<file path="src/rtl/edge_detector_bank.sv">
// Multi-channel glitch-filtered transition detector with per-channel Mealy edge pulse,
// sticky event flag and saturating event counter, plus a counter readback mux.
module edge_detector_bank #(
    parameter int N_CH       = 4,
    parameter int FILTER_LEN = 1,
    parameter int CNT_W      = 8,
    localparam int SEL_W     = (N_CH > 1) ? $clog2(N_CH) : 1
) (
    input  logic             clk,
    input  logic             reset,
    input  logic [N_CH-1:0]  din,
    input  logic [1:0]       mode,
    input  logic [N_CH-1:0]  sticky_clr,
    input  logic             cnt_clr,
    input  logic [SEL_W-1:0] cnt_sel,
    output logic [N_CH-1:0]  edge_pulse,
    output logic [N_CH-1:0]  level,
    output logic [N_CH-1:0]  sticky,
    output logic [CNT_W-1:0] cnt_out
);

    localparam int              FC_W    = $clog2(FILTER_LEN + 1);
    localparam logic [FC_W-1:0] FC_LAST = FC_W'(FILTER_LEN - 1);
    localparam logic [CNT_W-1:0] CNT_MAX = '1;

    typedef enum logic [1:0] {ST_INIT, ST_LOW, ST_HIGH} state_t;

    logic [CNT_W-1:0] w_cntArr [N_CH];

    genvar gi;
    generate
        for (gi = 0; gi < N_CH; gi++) begin : g_ch
            state_t           r_state;
            state_t           w_nextState;
            logic [FC_W-1:0]  r_fc;
            logic [FC_W-1:0]  w_nextFc;
            logic             r_level;
            logic             w_nextLevel;
            logic             w_rise;
            logic             w_fall;
            logic             w_pulse;
            logic             r_sticky;
            logic [CNT_W-1:0] r_cnt;

            // A differing level must persist FILTER_LEN cycles; the event fires combinationally
            // in the cycle whose clock edge accepts it.
            always_comb begin
                w_nextState = r_state;
                w_nextFc    = '0;
                w_nextLevel = r_level;
                w_rise      = 1'b0;
                w_fall      = 1'b0;
                case (r_state)
                    ST_INIT: begin
                        w_nextState = din[gi] ? ST_HIGH : ST_LOW;
                        w_nextLevel = din[gi];
                    end
                    ST_LOW: begin
                        if (din[gi]) begin
                            if (r_fc == FC_LAST) begin
                                w_nextState = ST_HIGH;
                                w_nextLevel = 1'b1;
                                w_rise      = 1'b1;
                            end else begin
                                w_nextFc = r_fc + 1'b1;
                            end
                        end
                    end
                    ST_HIGH: begin
                        if (!din[gi]) begin
                            if (r_fc == FC_LAST) begin
                                w_nextState = ST_LOW;
                                w_nextLevel = 1'b0;
                                w_fall      = 1'b1;
                            end else begin
                                w_nextFc = r_fc + 1'b1;
                            end
                        end
                    end
                    default: w_nextState = ST_INIT;
                endcase
            end

            assign w_pulse = reset & ((mode[0] & w_rise) | (mode[1] & w_fall));

            always_ff @(posedge clk or negedge reset) begin
                if (!reset) begin
                    r_state <= ST_INIT;
                    r_fc    <= '0;
                    r_level <= 1'b0;
                end else begin
                    r_state <= w_nextState;
                    r_fc    <= w_nextFc;
                    r_level <= w_nextLevel;
                end
            end

            // Set has priority over a coincident clear so no event is ever lost.
            always_ff @(posedge clk or negedge reset) begin
                if (!reset) begin
                    r_sticky <= 1'b0;
                end else if (w_pulse) begin
                    r_sticky <= 1'b1;
                end else if (sticky_clr[gi]) begin
                    r_sticky <= 1'b0;
                end
            end

            always_ff @(posedge clk or negedge reset) begin
                if (!reset) begin
                    r_cnt <= '0;
                end else if (cnt_clr) begin
                    r_cnt <= CNT_W'(w_pulse);
                end else if (w_pulse && (r_cnt != CNT_MAX)) begin
                    r_cnt <= r_cnt + 1'b1;
                end
            end

            assign edge_pulse[gi] = w_pulse;
            assign level[gi]      = r_level;
            assign sticky[gi]     = r_sticky;
            assign w_cntArr[gi]   = r_cnt;
        end
    endgenerate

    // Out-of-range selects read as zero.
    always_comb begin
        cnt_out = '0;
        for (int k = 0; k < N_CH; k++) begin
            if (cnt_sel == SEL_W'(k)) begin
                cnt_out = w_cntArr[k];
            end
        end
    end

endmodule

</file>
<file path="config.mk">
export PLATFORM = sky130hd
export DESIGN_NAME = edge_detector_bank
export DESIGN_NICKNAME = d
export VERILOG_FILES = /design/src/rtl/edge_detector_bank.sv
export SDC_FILE = /design/constraint.sdc
export NUM_CORES = 1
export LEC_CHECK = 0
export CAP_MARGIN = 15
export CORE_UTILIZATION = 30
export DETAILED_ROUTE_END_ITERATION = 8
export GPL_ROUTABILITY_DRIVEN = 0
export HOLD_SLACK_MARGIN = 0.08
export PLACE_DENSITY_LB_ADDON = 0.1
export SYNTH_ARGS = -nofsm -noshare
export SYNTH_HDL_FRONTEND = slang
export SYNTH_SLANG_ARGS = --single-unit
</file>
<file path="constraint.sdc">
create_clock -name clk -period 3.2 [get_ports clk]
set_input_delay 0.32 -clock clk [delete_from_list [all_inputs] [get_ports clk]]
set_output_delay 0.32 -clock clk [all_outputs]
set_load 0.01 [all_outputs]
</file>
# After elaboration in Yosys (flattened, before gate mapping)

Cells that the tools add are included.

Add/sub/neg operators: 8
Eq/ne operators: 31
Mux-type cells: 100
Bitwise operators: 16
Reductions and logical operators: 29

Operator list:

| operator                                       | count |
|---|---|
| 2-to-1 mux 8 bit                               | 12 |
| 2-to-1 mux 1 bit                               | 56 |
| 2-to-1 mux 2 bit                               | 20 |
| adder 8 x 1 -> 8 bit (second input constant)   | 4 |
| inequality test 2 bit (second input constant)  | 16 |
| inequality test 8 bit (second input constant)  | 4 |
| case mux 2 bit (3 select lines)                | 4 |
| AND reduction 5 bit                            | 4 |
| AND reduction 4 bit                            | 4 |
| nonzero test 2 bit                             | 8 |
| AND 1 bit                                      | 12 |
| == test 2 bit (second input constant)          | 6 |
| case mux 1 bit (3 select lines)                | 4 |
| nonzero test 3 bit                             | 4 |
| == test 2 x 1 -> 1 bit (second input constant) | 5 |
| zero test 2 bit                                | 5 |
| case mux 1 bit (2 select lines)                | 4 |
| adder 1 bit (second input constant)            | 4 |
| logical AND 1 bit                              | 4 |
| OR 1 bit                                       | 4 |

Register bits after elaboration: 52
Input port bits: 15
Output and inout port bits: 20
Logic and storage cells: 204

# Logic depth before layout (Yosys ltp)

Gate-level depths: netlist of run 1.

Depth in word-level cells: 9
Mapped depth: 9
Mapped depth without buffers: 7

# Worst setup path before layout of run 1

OpenSTA, ideal clock, no wires.

Path type: flip-flop to flip-flop
Start: reg g_ch[2].r_state[0]
End: reg g_ch[2].r_cnt[5]
Library setup time: 0.125 ns
Arrival: 1.925 ns
Required time: 3.075 ns
Slack: 1.151 ns
Stages on the path, launching flop included: 9
Buffers on the path: 2
Clock period less this slack: 2.049 ns
Path through: dfrtp_1 -> clkbuf_1 -> inv_1 -> ha_1 -> nand4b_4 -> and2_1 -> buf_6 -> nor4_1 -> mux2_2

Cells in the longest elaborated chain, start to end: 7
Elaborated cells on any way between the ends: 10
Classes of those cells: eq/ne: 2; mux: 2; bitwise: 4; reduce/logical: 2

Ends and longest elaborated chain:

| element                                                        | RTL line | RTL |
|---|---|---|
| from (decl)                                                    | 33       | `state_t r_state;` |
| from (signal assigned)                                         | 92       | `r_state <= w_nextState;` |
| == test 2 x 1 -> 1 bit / == test 2 bit (equally long branches) | 53       | `case (r_state)` |
| 2-to-1 mux 1 bit                                               | 53       |  |
| AND 1 bit                                                      | 84       | `assign w_pulse = reset & ((mode[0] & w_rise) \| (mode[1] & w_fall));` |
| OR 1 bit (*)                                                   | 84       |  |
| AND 1 bit (*)                                                  | 84       |  |
| logical AND 1 bit (*)                                          | 114      | `end else if (w_pulse && (r_cnt != CNT_MAX)) begin` |
| nonzero test 2 bit (no source line) (*)                        | --       |  |
| to (signal assigned)                                           | 113      | `r_cnt <= CNT_W'(w_pulse);` |
| to (signal assigned)                                           | 115      | `r_cnt <= r_cnt + 1'b1;` |
| to (decl)                                                      | 43       | `logic [CNT_W-1:0] r_cnt;` |

Mark *: on every way between the ends. The rest lies on a longest branch, timed or not.
A chain may end at the register's enable or synchronous reset.

# Worst setup path after layout of run 1

Start: reg g_ch[0].r_state[1]
End: out edge_pulse[0]

Cells in the longest elaborated chain, start to end: 5
Elaborated cells on any way between the ends: 8
Classes of those cells: eq/ne: 2; mux: 2; bitwise: 4

Ends and longest elaborated chain:

| element                                                        | RTL line | RTL |
|---|---|---|
| from (decl)                                                    | 33       |  |
| from (signal assigned)                                         | 92       |  |
| == test 2 x 1 -> 1 bit / == test 2 bit (equally long branches) | 53       |  |
| 2-to-1 mux 1 bit                                               | 53       |  |
| AND 1 bit                                                      | 84       |  |
| OR 1 bit (*)                                                   | 84       |  |
| AND 1 bit (*)                                                  | 84       |  |
| to (decl)                                                      | 16       | `output logic [N_CH-1:0] edge_pulse,` |

Marks and branches as above.

==> impl_table.tex, run 1 <==
\begin{tabular}{lr}
\hline
Metric & Value \\
\hline
\multicolumn{2}{l}{\textbf{Status}} \\
\quad Outcome & complete, no violations \\
\multicolumn{2}{l}{\textbf{Synthesis}} \\
\quad Count of flip-flops with a built-in enable after synthesis & 0 \\
\quad Main synth FF type & sky130\_fd\_sc\_hd\_\_dfrtp\_1 \\
\quad Library cell occupying the most area in the post-synthesis netlist & sky130\_fd\_sc\_hd\_\_dfrtp\_1 \\
\quad Number of unique standard cell types used by synthesis & 58 \\
\quad Avg Cell Area, Syn & roughly 9.2 sq um \\
\quad Post-synth top area share & 0.368 \\
\quad Synth area leaders & sky130\_fd\_sc\_hd\_\_dfrtp\_1, sky130\_fd\_sc\_hd\_\_ha\_1, sky130\_fd\_sc\_hd\_\_mux4\_2 \\
\quad Simple-gate area share of the yosys netlist & 0.208 \\
\quad Combinational family with the most area after synthesis & simple AND/OR/NAND/NOR gates \\
\quad Synthesized instance count & 356 \\
\quad Mux share of post-synthesis cell area & 0.0898 \\
\quad Synthesis Warnings & 0 \\
\quad Nets in the synthesized netlist & 387 \\
\quad Summed instance area of the synthesized netlist & 3260 sq um \\
\quad Post-synth ARST share & 1.00 \\
\quad Register area share after synthesis & 0.368 \\
\quad Area share of fa/ha/maj cells after synthesis & 0.0614 \\
\quad Share of the synthesized area in compound gates (AO/OA/AOI/OAI) & 0.195 \\
\quad Flip-flop and latch count after synthesis & 48 \\
\quad Fraction of synthesized cell area in xor and xnor cells & 0.00269 \\
\multicolumn{2}{l}{\textbf{Routing}} \\
\quad Number of optimization iterations in the first detailed-route pass & 4 \\
\quad Wire length per cell after detailed routing & 15.7 um \\
\quad Vias post-DR & 2751 \\
\quad Remaining design rule violation count & 0 \\
\quad Total Routed Length & 8040 um \\
\quad Antenna viol nets, final & 0 \\
\quad Avg Vias per Cell & 5.36 \\
\quad Count of routing violations after the opening detailed-route iteration & between 100 and 150 \\
\multicolumn{2}{l}{\textbf{GRT}} \\
\quad Vias in the first global route & 2543 \\
\quad Overflow after GRT & 0 \\
\quad Antenna violations before repair & 0 \\
\quad Global-route usage over all layers & 0.152 \\
\quad Wire length of the first global-routing pass & $\sim$13000 um \\
\quad Maximum number of pins on one net before global-route repair & 43 \\
\multicolumn{2}{l}{\textbf{Clock tree}} \\
\quad CTS root buf & sky130\_fd\_sc\_hd\_\_clkbuf\_8 \\
\quad Total clock buffers created by CTS & 5 \\
\quad Clock sink count & 48 \\
\quad Clk buf depth & 2 \\
\quad Clock-pin transition on the worst setup and hold timing paths & 100 ps \\
\quad Count of H-tree levels built during CTS & 2 \\
\quad Clk Latency, worst-skew pair & 310 ps \\
\quad CTS tree & done \\
\multicolumn{2}{l}{\textbf{Floorplan}} \\
\quad Core Box Area & 10400 sq um \\
\quad Die footprint & 11300 sq um \\
\quad Num ports & 35 \\
\quad Core Rows & 37 \\
\quad Height of the chip & 106 um \\
\quad Die width & between 100 and 150 um \\
\quad Effective utilization at floorplan & 0.313 \\
\multicolumn{2}{l}{\textbf{Worst setup path}} \\
\quad Count of cells along the worst register-to-register path & 7 \\
\quad Worst R2R Start & g\_ch[2].r\_state[0] \\
\quad Startpoint class of the critical path & flop \\
\quad Worst setup EP type & primary output \\
\quad Maximum fanout count along the critical path & 7 \\
\quad R2R Path End & g\_ch[2].r\_cnt[5] \\
\quad Worst reg-to-reg setup slack & 970 ps \\
\quad Critical path data arrival time & between 2000 and 2500 ps \\
\quad Critical path type & flop to primary output \\
\quad Required time of the critical path & 2880 ps \\
\multicolumn{2}{l}{\textbf{STA}} \\
\quad Shortest clock period the worst path allows after layout & 2700 ps \\
\quad Hold Violations, Final & 0 \\
\quad Final worst clock skew & $\sim$11 ps \\
\quad Final period utilization & 0.845 \\
\quad Final-report max-slew violation count & 0 \\
\quad Setup violation total in the final timing report & 0 \\
\quad Worst slew slack as a fraction of its limit & 0.616 \\
\quad Tightest Pin Transition & 576 ps \\
\quad Setup repair after global routing missed its margin & false \\
\quad Final sum of negative setup slack & 0 ps \\
\quad Highest Clock Rate & 0.370 GHz \\
\multicolumn{2}{l}{\textbf{Layout}} \\
\quad Proportion of layout cells with a drive suffix above 1 & 0.0796 \\
\quad Fillers & $\sim$1100 \\
\quad Diode insertion count for antenna repair & 0 \\
\quad Area taken by multi-input logic gates & approximately 1800 sq um \\
\quad Storage element area & 1200 sq um \\
\quad Nets@finish & 407 \\
\quad Post-synthesis to final-layout area growth & 15.7\% \\
\multicolumn{2}{l}{\textbf{Power and ir drop}} \\
\quad Leakage & approximately 1.5 nW \\
\quad Power Density & 589 nW/um\^{}2 \\
\quad Overall power of the completed layout & 2.22 mW \\
\quad Max VDD drop & around 0.22 mV \\
\multicolumn{2}{l}{\textbf{Flow run}} \\
\quad Reported max-cap violation count & 0 \\
\multicolumn{2}{l}{\textbf{Place}} \\
\quad Post-detailed-placement half-perimeter wirelength & 5730 um \\
\quad Number of I/O port buffers & 34 \\
\multicolumn{2}{l}{\textbf{Hold path}} \\
\quad Kind of path behind the tightest hold check & input port to async pin \\
\hline
\end{tabular}
[how the worst max path moves through the flow]
stage | start | end | slack, ps | cells past startpoint
after floorplan | g_ch[2].r_state[0] | g_ch[2].r_cnt[5] | 1150 | 8
after detailed placement | cnt_sel[0] | cnt_out[6] | 650 | 3
final | g_ch[0].r_state[1] | edge_pulse[0] | 500 | 6
after global placement | cnt_sel[0] | cnt_out[5] | 640 | 3
after CTS | reset | edge_pulse[0] | 440 | 6
after global routing | g_ch[0].r_state[1] | edge_pulse[0] | 270 | 6
[synth_stat cells, drive strengths merged (2+ instances only)]
cell	count
a211o	2
a211oi	11
a21oi	28
a221oi	3
a311oi	3
a31oi	8
and2	7
and3	6
and4	3
buf	19
clkbuf	9
dfrtp	48
ha	16
inv	22
mux2	2
mux2i	9
mux4	8
nand2	31
nand2b	4
nand3	14
nand3b	2
nand4	6
nand4b	4
nor2	16
nor2b	5
nor3	15
o211a	2
o211ai	2
o21a	2
o21ai	19
o22ai	2
o31ai	6
or3	2
or4	4
[per-stage QoR]
| stage | std cells | cell area [sq um] | hold slack [ps] | setup WS, ps | util |
|---|---|---|---|---|---|
| after floorplan | 356 | 3260 | 24.4 | 1150 | - |
| after CTS | 513 | 3770 | 475 | 438 | 0.362 |
| after detailed placement | 504 | 3650 | 240 | 646 | 0.351 |
| final | 513 | 3770 | 453 | 495 | 0.362 |
| after global placement | 504 | 3650 | 243 | 637 | 0.351 |
| after global routing | 513 | 3770 | 484 | 275 | 0.362 |
[power breakdown]
part / leakage (nW) / internal, mW / switching [mW]
Combinational: 0.843 / 0.430 / 0.448
Sequential: 0.644 / 0.713 / 0.158
Clock: 0.0541 / 0.232 / 0.239
Total: 1.54 / 1.38 / 0.845
[critical path, cell delays in order, from the launching register on]
cell and delay, ps:
sky130_fd_sc_hd__dfrtp_1 460, sky130_fd_sc_hd__inv_1 170, sky130_fd_sc_hd__ha_1 290, sky130_fd_sc_hd__nand4_1 230, sky130_fd_sc_hd__and2_1 280, sky130_fd_sc_hd__inv_1 100, sky130_fd_sc_hd__clkdlybuf4s50_1 540
[repair_timing]
| action | CTS | global route |
|---|---|---|
| hold buffers | 1 | 0 |
| endpoints found under the setup margin | 0 | 0 |
| hold endpoints to repair | 6 | 0 |
| buffers inserted | 0 | 0 |
| resized for setup | 0 | 0 |
[cells by family (layout without fill, tap and decap cells)]
| kind of cell | after synthesis | count (layout) |
|---|---|---|
| AND/OR/NAND/NOR | 124 | 124 |
| XOR/XNOR | 1 | 1 |
| AO/OA/AOI/OAI | 98 | 98 |
| multiplexers | 19 | 19 |
| buffers and inverters | 50 | 71 |
| adder cells (fa/ha/maj) | 16 | 16 |
| flip-flops | 48 | 48 |
[layout make-up]
cell class,instances,share of cell area
clock buffers,5,0.0182
clock inverters,3,0.0113
inverters,22,0.0219
multi-input cells,258,0.482
flip-flops and latches,48,0.318
well taps,136,0.0451
repair buffers,41,0.103
[layer usage]
metal	global-route usage	share of wire	up-vias	wire [um]
met5	0	0	-	0
met4	0.0407	0.010	0	82
met3	0.0251	0.026	7	207
met2	0.245	0.47	33	3780
met1	0.208	0.49	1347	3970
li1	-	-	1364	-
[flip-flops by register name, summed over array words and instances, names as in the netlist]
signal / flops
g_ch.r_cnt: 32
g_ch.r_level: 4
g_ch.r_state: 8
g_ch.r_sticky: 4
[cells in the final DEF, fill, tap and decap left out, types with 14 or more instances in the layout]
cell type	netlist	routed
sky130_fd_sc_hd__inv_1	21	21
sky130_fd_sc_hd__clkdlybuf4s50_1	0	33
sky130_fd_sc_hd__nand3_1	14	14
sky130_fd_sc_hd__nand2_1	31	31
sky130_fd_sc_hd__a21oi_1	28	28
sky130_fd_sc_hd__o21ai_0	18	18
sky130_fd_sc_hd__nor2_1	16	16
sky130_fd_sc_hd__ha_1	16	16
sky130_fd_sc_hd__nor3_1	15	15
sky130_fd_sc_hd__dfrtp_1	48	48
No activity file was read; power rests on OpenSTA's default activity.
==> inputs of run 2 (changes only) <==
Clock period 3.2 ns to 2.5 ns, I/O delays scaled along.
==> run 2 against run 1 <==
Effect of this change: clock skew down 0.79 ps; power up 30%; combinational power increased by 36%; worst setup slack got worse by 380 ps; global-route usage is 0.23 points higher; via count increased by 0.29%; cell count is 2.1% higher; utilization is 1.2 points higher; critical path depth stayed put; final area up 3.3%; critical endpoint unchanged; largest power group unchanged.
==> impl_table.tex, run 2 (synthesis results as in run 1) <==
\begin{tabular}{lr}
\hline
Metric & Value \\
\hline
\multicolumn{2}{l}{\textbf{STA}} \\
\quad Tightest Pin Transition & 520 ps (-55.7 ps) \\
\quad Final-report max-slew violation count & 0 (unchanged) \\
\quad Highest Clock Rate & approximately 0.42 GHz \\
\quad Setup repair after global routing missed its margin & true \\
\quad Setup violation total in the final timing report & 0 (unchanged) \\
\quad Hold Violations, Final & 0 (unchanged) \\
\quad Final period utilization & 0.955 \\
\quad Worst slew slack as a fraction of its limit & 0.652 (+0.0359) \\
\quad Final worst clock skew & 10.5 ps (-0.795 ps) \\
\quad Shortest clock period the worst path allows after layout & 2390 ps \\
\quad Final sum of negative setup slack & 0 ps (unchanged) \\
\multicolumn{2}{l}{\textbf{Routing}} \\
\quad Remaining design rule violation count & 0 (unchanged) \\
\quad Vias post-DR & 2759 (+0.29\%) \\
\quad Highest Signal Layer & met4 \\
\quad Count of routing violations after the opening detailed-route iteration & 97 (-24\%) \\
\quad Wire length per cell after detailed routing & 15.6 um (-0.27\%) \\
\quad Metal2 WL & 3850 um (+1.8\%) \\
\quad Total Routed Length & 8190 um (+1.9\%) \\
\quad Antenna viol nets, final & 0 (unchanged) \\
\quad Routed wl met3 & 208 um (+0.48\%) \\
\quad Routed length on met1 & 4090 um (+2.9\%) \\
\quad Avg Vias per Cell & 5.27 (-1.8\%) \\
\quad Number of optimization iterations in the first detailed-route pass & 4 (unchanged) \\
\multicolumn{2}{l}{\textbf{Floorplan}} \\
\quad Effective utilization at floorplan & 0.313 (unchanged) \\
\quad Height of the chip & 106 um (unchanged) \\
\quad Core Rows & 37 (unchanged) \\
\quad Die width & 106 um (unchanged) \\
\quad Die footprint & 11300 sq um (unchanged) \\
\quad Core Box Area & 10400 sq um (unchanged) \\
\quad Num ports & 35 (unchanged) \\
\multicolumn{2}{l}{\textbf{GRT}} \\
\quad Antenna violations before repair & 0 (unchanged) \\
\quad Vias in the first global route & 2719 (+6.9\%) \\
\quad Overflow after GRT & 0 (unchanged) \\
\quad Wire length of the first global-routing pass & 13600 um (+2.1\%) \\
\quad Maximum number of pins on one net before global-route repair & 23 (-47\%) \\
\quad Global-route usage over all layers & 0.154 (+0.00232) \\
\multicolumn{2}{l}{\textbf{Layout}} \\
\quad Fillers & 1068 (+0.094\%) \\
\quad Highest-count cells in the layout ignoring fill and taps & sky130\_fd\_sc\_hd\_\_dfrtp\_1, sky130\_fd\_sc\_hd\_\_clkdlybuf4s50\_1, sky130\_fd\_sc\_hd\_\_nand2\_1 \\
\quad Most frequent standard cell in the layout excluding fill and tap cells & sky130\_fd\_sc\_hd\_\_dfrtp\_1 \\
\quad Number of flip-flops under the largest register name & 32 (unchanged) \\
\quad Diode insertion count for antenna repair & 0 (unchanged) \\
\quad Post-synthesis to final-layout area growth & 19.5\% \\
\quad Nets@finish & 418 (+2.7\%) \\
\quad Largest registers & g\_ch.r\_cnt: 32 flops, g\_ch.r\_state: 8 flops \\
\quad Largest register by flop count & g\_ch.r\_cnt \\
\quad Core occupancy in the finished layout & 0.374 (+0.0121) \\
\quad Proportion of layout cells with a drive suffix above 1 & 0.147 (+0.0673) \\
\quad Final Instance Area & 3900 sq um (+3.3\%) \\
\multicolumn{2}{l}{\textbf{Clock tree}} \\
\quad Clk buf depth & 2 (unchanged) \\
\quad Clock-pin transition on the worst setup and hold timing paths & 90 ps (about the same) \\
\quad Clk Latency, worst-skew pair & 310 ps (about the same) \\
\quad Total clock buffers created by CTS & 5 (unchanged) \\
\quad Count of H-tree levels built during CTS & 2 (unchanged) \\
\quad CTS root buf & sky130\_fd\_sc\_hd\_\_clkbuf\_8 \\
\quad CTS tree & done \\
\quad Clock sink count & 48 (unchanged) \\
\multicolumn{2}{l}{\textbf{Worst setup path}} \\
\quad Startpoint class of the critical path & flop \\
\quad Critical path type & flop to primary output \\
\quad Maximum fanout count along the critical path & 6 (-1) \\
\quad Critical path data arrival time & 2140 ps (-240 ps) \\
\quad Worst setup EP type & primary output \\
\quad Required time of the critical path & 2250 ps (-630 ps) \\
\multicolumn{2}{l}{\textbf{Place}} \\
\quad Post-detailed-placement half-perimeter wirelength & 5950 um (+3.9\%) \\
\quad Number of I/O port buffers & 34 (unchanged) \\
\quad Placed instance area & 3720 sq um (+1.9\%) \\
\multicolumn{2}{l}{\textbf{Power and ir drop}} \\
\quad Max VDD drop & 0.270 mV (+23\%) \\
\quad Power Density & 741 nW/um\^{}2 (+26\%) \\
\quad Leakage & 1.58 nW (+2.7\%) \\
\multicolumn{2}{l}{\textbf{Status}} \\
\quad Outcome & complete, no violations \\
\multicolumn{2}{l}{\textbf{Flow run}} \\
\quad Reported max-cap violation count & 0 (unchanged) \\
\multicolumn{2}{l}{\textbf{Hold path}} \\
\quad Kind of path behind the tightest hold check & input port to async pin \\
\hline
\end{tabular}
## run 2: path summary, 6_finish.rpt
| path | start | endpoint | slack [ps] | cells past startpoint |
|---|---|---|---|---|
| worst max-delay path | g_ch[0].r_state[0] | edge_pulse[0] | 110 | 6 |
| worst min-delay path | reset | g_ch[1].r_level | 80 | 2 |
| worst max register to register | g_ch[1].r_state[0] | g_ch[1].r_cnt[5] | 440 | 7 |
| worst min register to register | g_ch[1].r_sticky | g_ch[1].r_sticky | 520 | 2 |
| max in group asynchronous | reset | g_ch[1].r_state[1] | 1670 | 2 |
| min in group clk | sticky_clr[3] | g_ch[3].r_sticky | 510 | 2 |
## run 2: per-layer routing
| metal | GRT usage | up-vias |
|---|---|---|
| met5 | 0 | - |
| li1 | - | 1388 |
| met1 | 0.209 | 1330 |
| met3 | 0.0239 | 4 |
| met2 | 0.253 | 37 |
| met4 | 0.0417 | 0 |
## run 2: critical path, cell delays in order (launching register included)
cell	delay (ps)
sky130_fd_sc_hd__dfrtp_2	460
sky130_fd_sc_hd__inv_2	120
sky130_fd_sc_hd__ha_2	220
sky130_fd_sc_hd__nand4b_1	190
sky130_fd_sc_hd__and2_4	220
sky130_fd_sc_hd__inv_1	80
sky130_fd_sc_hd__clkdlybuf4s50_1	540
## run 2: repair_timing
item                                    4_1_cts  5_1_grt
setup buffers                                 1        1
endpoints found under the setup margin        3        3
pin swaps                                     0        0
endpoints found under the hold margin         5        0
hold buffers                                  1        0
resized for setup                             6       13
## run 2: per-stage QoR
| step | hold slack [ps] | power, mW | worst slack, ps | instances |
|---|---|---|---|---|
| 2_1_floorplan | -45.6 | 1.97 | 451 | 356 |
| 3_3_place_gp | 185 | 2.25 | 239 | 513 |
| 3_5_place_dp | 185 | 2.27 | 198 | 513 |
| 4_1_cts | 87.2 | 2.88 | 10.3 | 523 |
| 5_1_grt | 101 | 3.14 | -3.75 | 524 |
| 6_report | 83.1 | 2.89 | 113 | 524 |
## run 2: final cells by class
| cell class | instances | area (sq um) | share of cell area |
|---|---|---|---|
| clock inverter | 2 | 35.0 | 0.00899 |
| clock buffer | 6 | 72.6 | 0.0186 |
| multi-input combinational | 258 | 1860 | 0.477 |
| inverter | 22 | 82.6 | 0.0212 |
| tap | 136 | 170 | 0.0436 |
| sequential | 48 | 1210 | 0.310 |
| timing repair buffer | 52 | 473 | 0.121 |
## run 2: report_power, final
part           internal [mW]  switching (mW)  total, mW
clock network          0.298           0.275      0.573
registers              0.922           0.209       1.13
logic                  0.596           0.591       1.19
total                   1.82            1.08       2.89
==> inputs of run 3 (changes only) <==
Settings changed: DONT_BUFFER_PORTS set to 1, SETUP_SLACK_MARGIN set to 0.3.
==> run 3 against run 2 <==
Effect of this change: sequential share of layout area is 3.1 points higher; sequential power barely moved; highest routed layer unchanged; utilization down 3.6 points; critical path type unchanged; critical path depth decreased by 1; cell count shrank 7.6%; non-clock buffer count fell by 40.
==> impl_table.tex, run 3 (synthesis results as in run 1) <==
\begin{tabular}{lr}
\hline
Metric & Value \\
\hline
\multicolumn{2}{l}{\textbf{Status}} \\
\quad Outcome & complete, no violations \\
\multicolumn{2}{l}{\textbf{Power and ir drop}} \\
\quad Internal portion of total power & 1.66 mW (-8.8\%) \\
\quad Leakage & 1.44 nW (-8.9\%) \\
\quad Sequential fraction of design power & 0.425 (+0.034) \\
\quad Switch share & 0.388 (+0.0158) \\
\quad Power Density & 767 nW/um\^{}2 (+3.4\%) \\
\quad Combinational cell fraction of total power & 0.359 (-0.052) \\
\quad Max VDD drop & 0.336 mV (+24\%) \\
\quad Net Switching & 1.05 mW (-2.5\%) \\
\quad Clock group share of total power & 0.216 (+0.018) \\
\multicolumn{2}{l}{\textbf{Clock tree}} \\
\quad Clk buf depth & 2 (unchanged) \\
\quad CTS tree & done \\
\quad Clock-pin transition on the worst setup and hold timing paths & 100 ps (about the same) \\
\quad Clock sink count & 48 (unchanged) \\
\quad Count of H-tree levels built during CTS & 2 (unchanged) \\
\quad CTS root buf & sky130\_fd\_sc\_hd\_\_clkbuf\_8 \\
\quad Total clock buffers created by CTS & 5 (unchanged) \\
\quad Clk Latency, worst-skew pair & 310 ps (about the same) \\
\multicolumn{2}{l}{\textbf{Worst setup path}} \\
\quad Required time of the critical path & 2250 ps (about the same) \\
\quad Buf+Inv Stages, Crit Path & 2 (-1) \\
\quad Critical path data arrival time & 1820 ps (-320 ps) \\
\quad Maximum fanout count along the critical path & 9 (+3) \\
\quad Worst setup EP type & primary output \\
\quad Slowest-stage cell, CP & sky130\_fd\_sc\_hd\_\_dfrtp\_1 \\
\quad Family with the most delay on the worst path & flip-flops \\
\quad Slowest cell delay on critical path & 460 ps (-80 ps) \\
\quad Startpoint class of the critical path & flop \\
\quad Worst R2R Start & g\_ch[2].r\_state[0] \\
\quad Critical path type & flop to primary output \\
\quad Launching instance or port of the critical path & g\_ch[3].r\_state[1] \\
\quad Worst path cell trace & inv\_1 > ha\_1 > and3\_1 > o21ai\_1 > inv\_2 \\
\multicolumn{2}{l}{\textbf{Place}} \\
\quad \# placed instances & 465 (-9.4\%) \\
\quad Number of I/O port buffers & 0 (-100\%) \\
\quad Post-detailed-placement half-perimeter wirelength & 5610 um (-5.8\%) \\
\multicolumn{2}{l}{\textbf{Routing}} \\
\quad Number of optimization iterations in the first detailed-route pass & 4 (unchanged) \\
\quad Count of routing violations after the opening detailed-route iteration & 131 (+35\%) \\
\quad Highest Signal Layer & met4 \\
\quad Antenna viol nets, final & 0 (unchanged) \\
\quad Wire length per cell after detailed routing & 17.3 um (+11\%) \\
\quad Metal2 WL & 3880 um (+0.78\%) \\
\quad Total Routed Length & 8370 um (+2.2\%) \\
\quad Avg Vias per Cell & 5.46 (+3.8\%) \\
\quad Routed wl met3 & 302 um (+45\%) \\
\quad Routed length on met1 & 4110 um (+0.54\%) \\
\quad Remaining design rule violation count & 0 (unchanged) \\
\quad Vias post-DR & 2644 (-4.2\%) \\
\multicolumn{2}{l}{\textbf{Layout}} \\
\quad Most frequent standard cell in the layout excluding fill and tap cells & sky130\_fd\_sc\_hd\_\_dfrtp\_1 \\
\quad Diode insertion count for antenna repair & 0 (unchanged) \\
\quad Post-synthesis to final-layout area growth & 8.17\% \\
\quad Layout Cells excl Fill & 484 (-7.6\%) \\
\quad Highest-count cells in the layout ignoring fill and taps & sky130\_fd\_sc\_hd\_\_dfrtp\_1, sky130\_fd\_sc\_hd\_\_nand2\_1, sky130\_fd\_sc\_hd\_\_a21oi\_1 \\
\quad Largest registers & g\_ch.r\_cnt: 32 flops, g\_ch.r\_state: 8 flops \\
\quad Number of flip-flops under the largest register name & 32 (unchanged) \\
\quad Largest register by flop count & g\_ch.r\_cnt \\
\quad Proportion of layout cells with a drive suffix above 1 & 0.0891 (-0.0578) \\
\quad Nets@finish & 378 (-9.6\%) \\
\multicolumn{2}{l}{\textbf{Floorplan}} \\
\quad Num ports & 35 (unchanged) \\
\quad Die footprint & 11300 sq um (unchanged) \\
\quad Core Box Area & 10400 sq um (unchanged) \\
\quad Die width & 106 um (unchanged) \\
\quad Height of the chip & 106 um (unchanged) \\
\quad Core Rows & 37 (unchanged) \\
\quad Effective utilization at floorplan & 0.313 (unchanged) \\
\multicolumn{2}{l}{\textbf{STA}} \\
\quad Shortest clock period the worst path allows after layout & 2070 ps (-321 ps) \\
\quad Final-report max-slew violation count & 0 (unchanged) \\
\quad Final worst clock skew & 5.51 ps (-4.95 ps) \\
\quad Final sum of negative setup slack & 0 ps (unchanged) \\
\quad Hold Violations, Final & 0 (unchanged) \\
\quad Worst slew slack as a fraction of its limit & 0.332 (-0.320) \\
\quad Final period utilization & 0.827 (-0.128) \\
\quad Tightest Pin Transition & 999 ps (+479 ps) \\
\quad Highest Clock Rate & 0.484 GHz (+16\%) \\
\quad Setup violation total in the final timing report & 0 (unchanged) \\
\quad Setup repair after global routing missed its margin & false \\
\multicolumn{2}{l}{\textbf{Hold path}} \\
\quad Worst hold path startpoint & din[2] \\
\quad Kind of path behind the tightest hold check & input port to flop \\
\multicolumn{2}{l}{\textbf{GRT}} \\
\quad Overflow after GRT & 0 (unchanged) \\
\quad Maximum number of pins on one net before global-route repair & 49 (+110\%) \\
\quad Vias in the first global route & 2548 (-6.3\%) \\
\quad Global-route usage over all layers & 0.157 (+0.00270) \\
\quad Antenna violations before repair & 0 (unchanged) \\
\quad Wire length of the first global-routing pass & 13900 um (+1.8\%) \\
\multicolumn{2}{l}{\textbf{Flow run}} \\
\quad Reported max-cap violation count & 0 (unchanged) \\
\hline
\end{tabular}
[run 3: cell types whose count changed in the layout (fill, tap and decap cells not counted), sizes merged]
cell / before / now
clkinvlp: 0 / 1
clkdlybuf4s50: 33 / 0
dlygate4sd3: 1 / 10
clkbuf: 6 / 5
buf: 18 / 2
[run 3: repair_timing]
action                                  in CTS  in global routing
buffers inserted                             0                  0
endpoints found under the setup margin       1                  7
resized for setup                            1                  6
hold buffers                                11                  0
pin swaps                                    0                  1
endpoints found under the hold margin       85                  0
[run 3: routing by layer]
layer / GRT usage / up-vias
met3: 0.0276 / 6
li1: - / 1295
met2: 0.242 / 49
met5: 0 / -
met4: 0.0417 / 0
met1: 0.224 / 1294
[run 3: metrics by stage]
| step | total power, mW | worst slack, ps | area, sq um | hold WS [ps] | util |
|---|---|---|---|---|---|
| floorplan | 1.97 | 451 | 3260 | -45.6 | - |
| global placement | 2.07 | 376 | 3280 | -42.9 | 0.315 |
| detailed placement | 2.08 | 388 | 3280 | -42.8 | 0.315 |
| CTS | 2.73 | 326 | 3520 | 81.2 | 0.338 |
| global route | 2.94 | 303 | 3530 | 86.8 | 0.339 |
| finish | 2.70 | 433 | 3530 | 92.8 | 0.339 |
[run 3: cell type report]
type	instances	area, sq um
multi-input cells	258	1830
flip-flops and latches	48	1200
clock buffers	5	68.8
fillers	1076	6890
repair buffers	12	135
clock inverters	3	42.5
well taps	136	170
inverters	22	82.6
[run 3: path summary, 6_finish.rpt]
kind | end | slack, ps | depth (start not counted)
setup / recovery | edge_pulse[3] | 430 | 5
hold / removal | g_ch[2].r_state[0] | 90 | 2
setup reg to reg | g_ch[2].r_cnt[5] | 450 | 6
hold reg to reg | g_ch[0].r_sticky | 580 | 2
max in group asynchronous | g_ch[0].r_cnt[7] | 1810 | 2
min in group asynchronous | g_ch[3].r_sticky | 420 | 2
[run 3: power groups by stage]
stage	combinational (mW)	clock [mW]	sequential, mW
4_1_cts	0.967	0.617	1.15
3_3_place_gp	0.910	0	1.16
6_report	0.970	0.585	1.15
2_1_floorplan	0.923	0	1.05
5_1_grt	1.12	0.641	1.18
3_5_place_dp	0.913	0	1.16
==> RTL change: new RTL, flow settings as in run 2 <==
Set the parameter `N_CH` to 2 (it was 4).
--- a/src/rtl/edge_detector_bank.sv
+++ b/src/rtl/edge_detector_bank.sv
@@ -3,3 +3,3 @@
 module edge_detector_bank #(
-    parameter int N_CH       = 4,
+    parameter int N_CH       = 2,
     parameter int FILTER_LEN = 1,
Interface: changed (6 resized); port bits go from 35 to 24. The function was not compared with the original's and may differ.
==> RTL change against run 2 <==
  * Clock skew down 8.0 ps
  * Worst hold slack better by 160 ps
  * Cell count down 48%
  * Sequential power down 52%
  * Wire length down 53%
  * Worst setup slack better by 49 ps
  * Critical path depth unchanged
  * Cell area down 50%
  * Die area down 49%
  * Power down 55%
  * Area after synthesis down 50%
  * Sequential cell count down 24
  * Utilization up 0.19 points
  * Critical endpoint is now edge_pulse[1]
  * Largest cell class unchanged
==> RTL change: results (changes against run 2) <==
| Metric | Value |
|---|---|
| Status | finished clean (unchanged) |
| Internal power | 822 µW (was 1.82 mW) |
| Seq/Total Area, Yosys | 0.365 (was 0.368) |
| Post-place instance area | 0.00191 mm² (was 0.00372 mm²) |
| VDD IR max | 377 µV (was 270 µV) |
| Synth unique cells | 42 (was 58) |
| Port bufs | 23 (was 34) |
| Pre-CTS setup slack | 253 ps (was 198 ps) |
| Reg2reg setup slack | 470 ps (was 440 ps) |
| Critical path peak fanout | 7 (was 6) |
| Metal-1 WL | 1.81 mm (was 4.09 mm) |
| Post-DR vias/cell | 5.29 (was 5.27) |
| Cells after Synth | 181 (was 356) |
| Gr usage total | 0.139 (was 0.154) |
| Xor/xnor cell area share of the yosys netlist | 0 (was 0.00269) |
| Clock power share | 0.174 (was 0.198) |
| Post-DP HPWL | 2.96 mm (was 5.95 mm) |
| Largest net degree at the start of global routing | 14 (was 23) |
| Syn_nets | 199 (was 387) |
| Top post-synthesis cells by area | dfrtp_1, ha_1, mux2_2 (was dfrtp_1, ha_1, mux4_2) |
| Multiplexer share of the synthesized area | 0.0730 (was 0.0898) |
| Clk_lat worst skew | 260 ps (was 310 ps) |
| First-pass GRT wire length | 6.51 mm (was 13.6 mm) |
| FMAX | 0.428 GHz (was 0.419 GHz) |
| Wire per inst | 14.4 µm (was 15.6 µm) |
| Layout cells sized above 1 | 0.125 (was 0.147) |
| Clock Skew | 2.47 ps (was 10.5 ps) |
| Met2 Usage GRT | 0.225 (was 0.253) |
| Post-synthesis adder-cell area fraction | 0.0608 (was 0.0614) |
| Top cell type's share of synthesized area | 0.365 (was 0.368) |
| DRT iter0 DRCs | 98 (was 97) |
| Synth cell count leaders | dfrtp_1, a21oi_1, inv_1 (was dfrtp_1, nand2_1, a21oi_1) |
| Sw Ratio | 0.374 (was 0.372) |
| Compound-gate portion of the synthesized area | 0.205 (was 0.195) |
| Placed cell count | 267 (was 513) |
| Layout Nets | 220 (was 418) |
-- RTL change: timing repair --
item / in CTS / in global routing
endpoints found under the hold margin: 0 / 0
buffers inserted: 0 / 0
setup endpoints to repair: 0 / 2
gates resized for setup: 0 / 4
-- RTL change: path summary, 6_finish.rpt --
path / startpoint / endpoint / cells past startpoint
min: reset / g_ch[1].r_state[0] / 1
max: g_ch[1].r_state[0] / edge_pulse[1] / 6
max in group asynchronous: reset / g_ch[0].r_cnt[4] / 2
min reg2reg: g_ch[0].r_cnt[4] / g_ch[0].r_cnt[4] / 1
min in group clk: g_ch[0].r_cnt[4] / g_ch[0].r_cnt[4] / 1
max reg2reg: g_ch[1].r_state[0] / g_ch[1].r_cnt[4] / 7
-- RTL change: area by class of cell --
cell class                 instances  area (µm²)
timing repair buffer              31         290
sequential                        24         602
inverter                          14        52.6
clock buffer                       3        41.3
fill                             532        3250
tap                               70        87.6
multi-input combinational        128         885
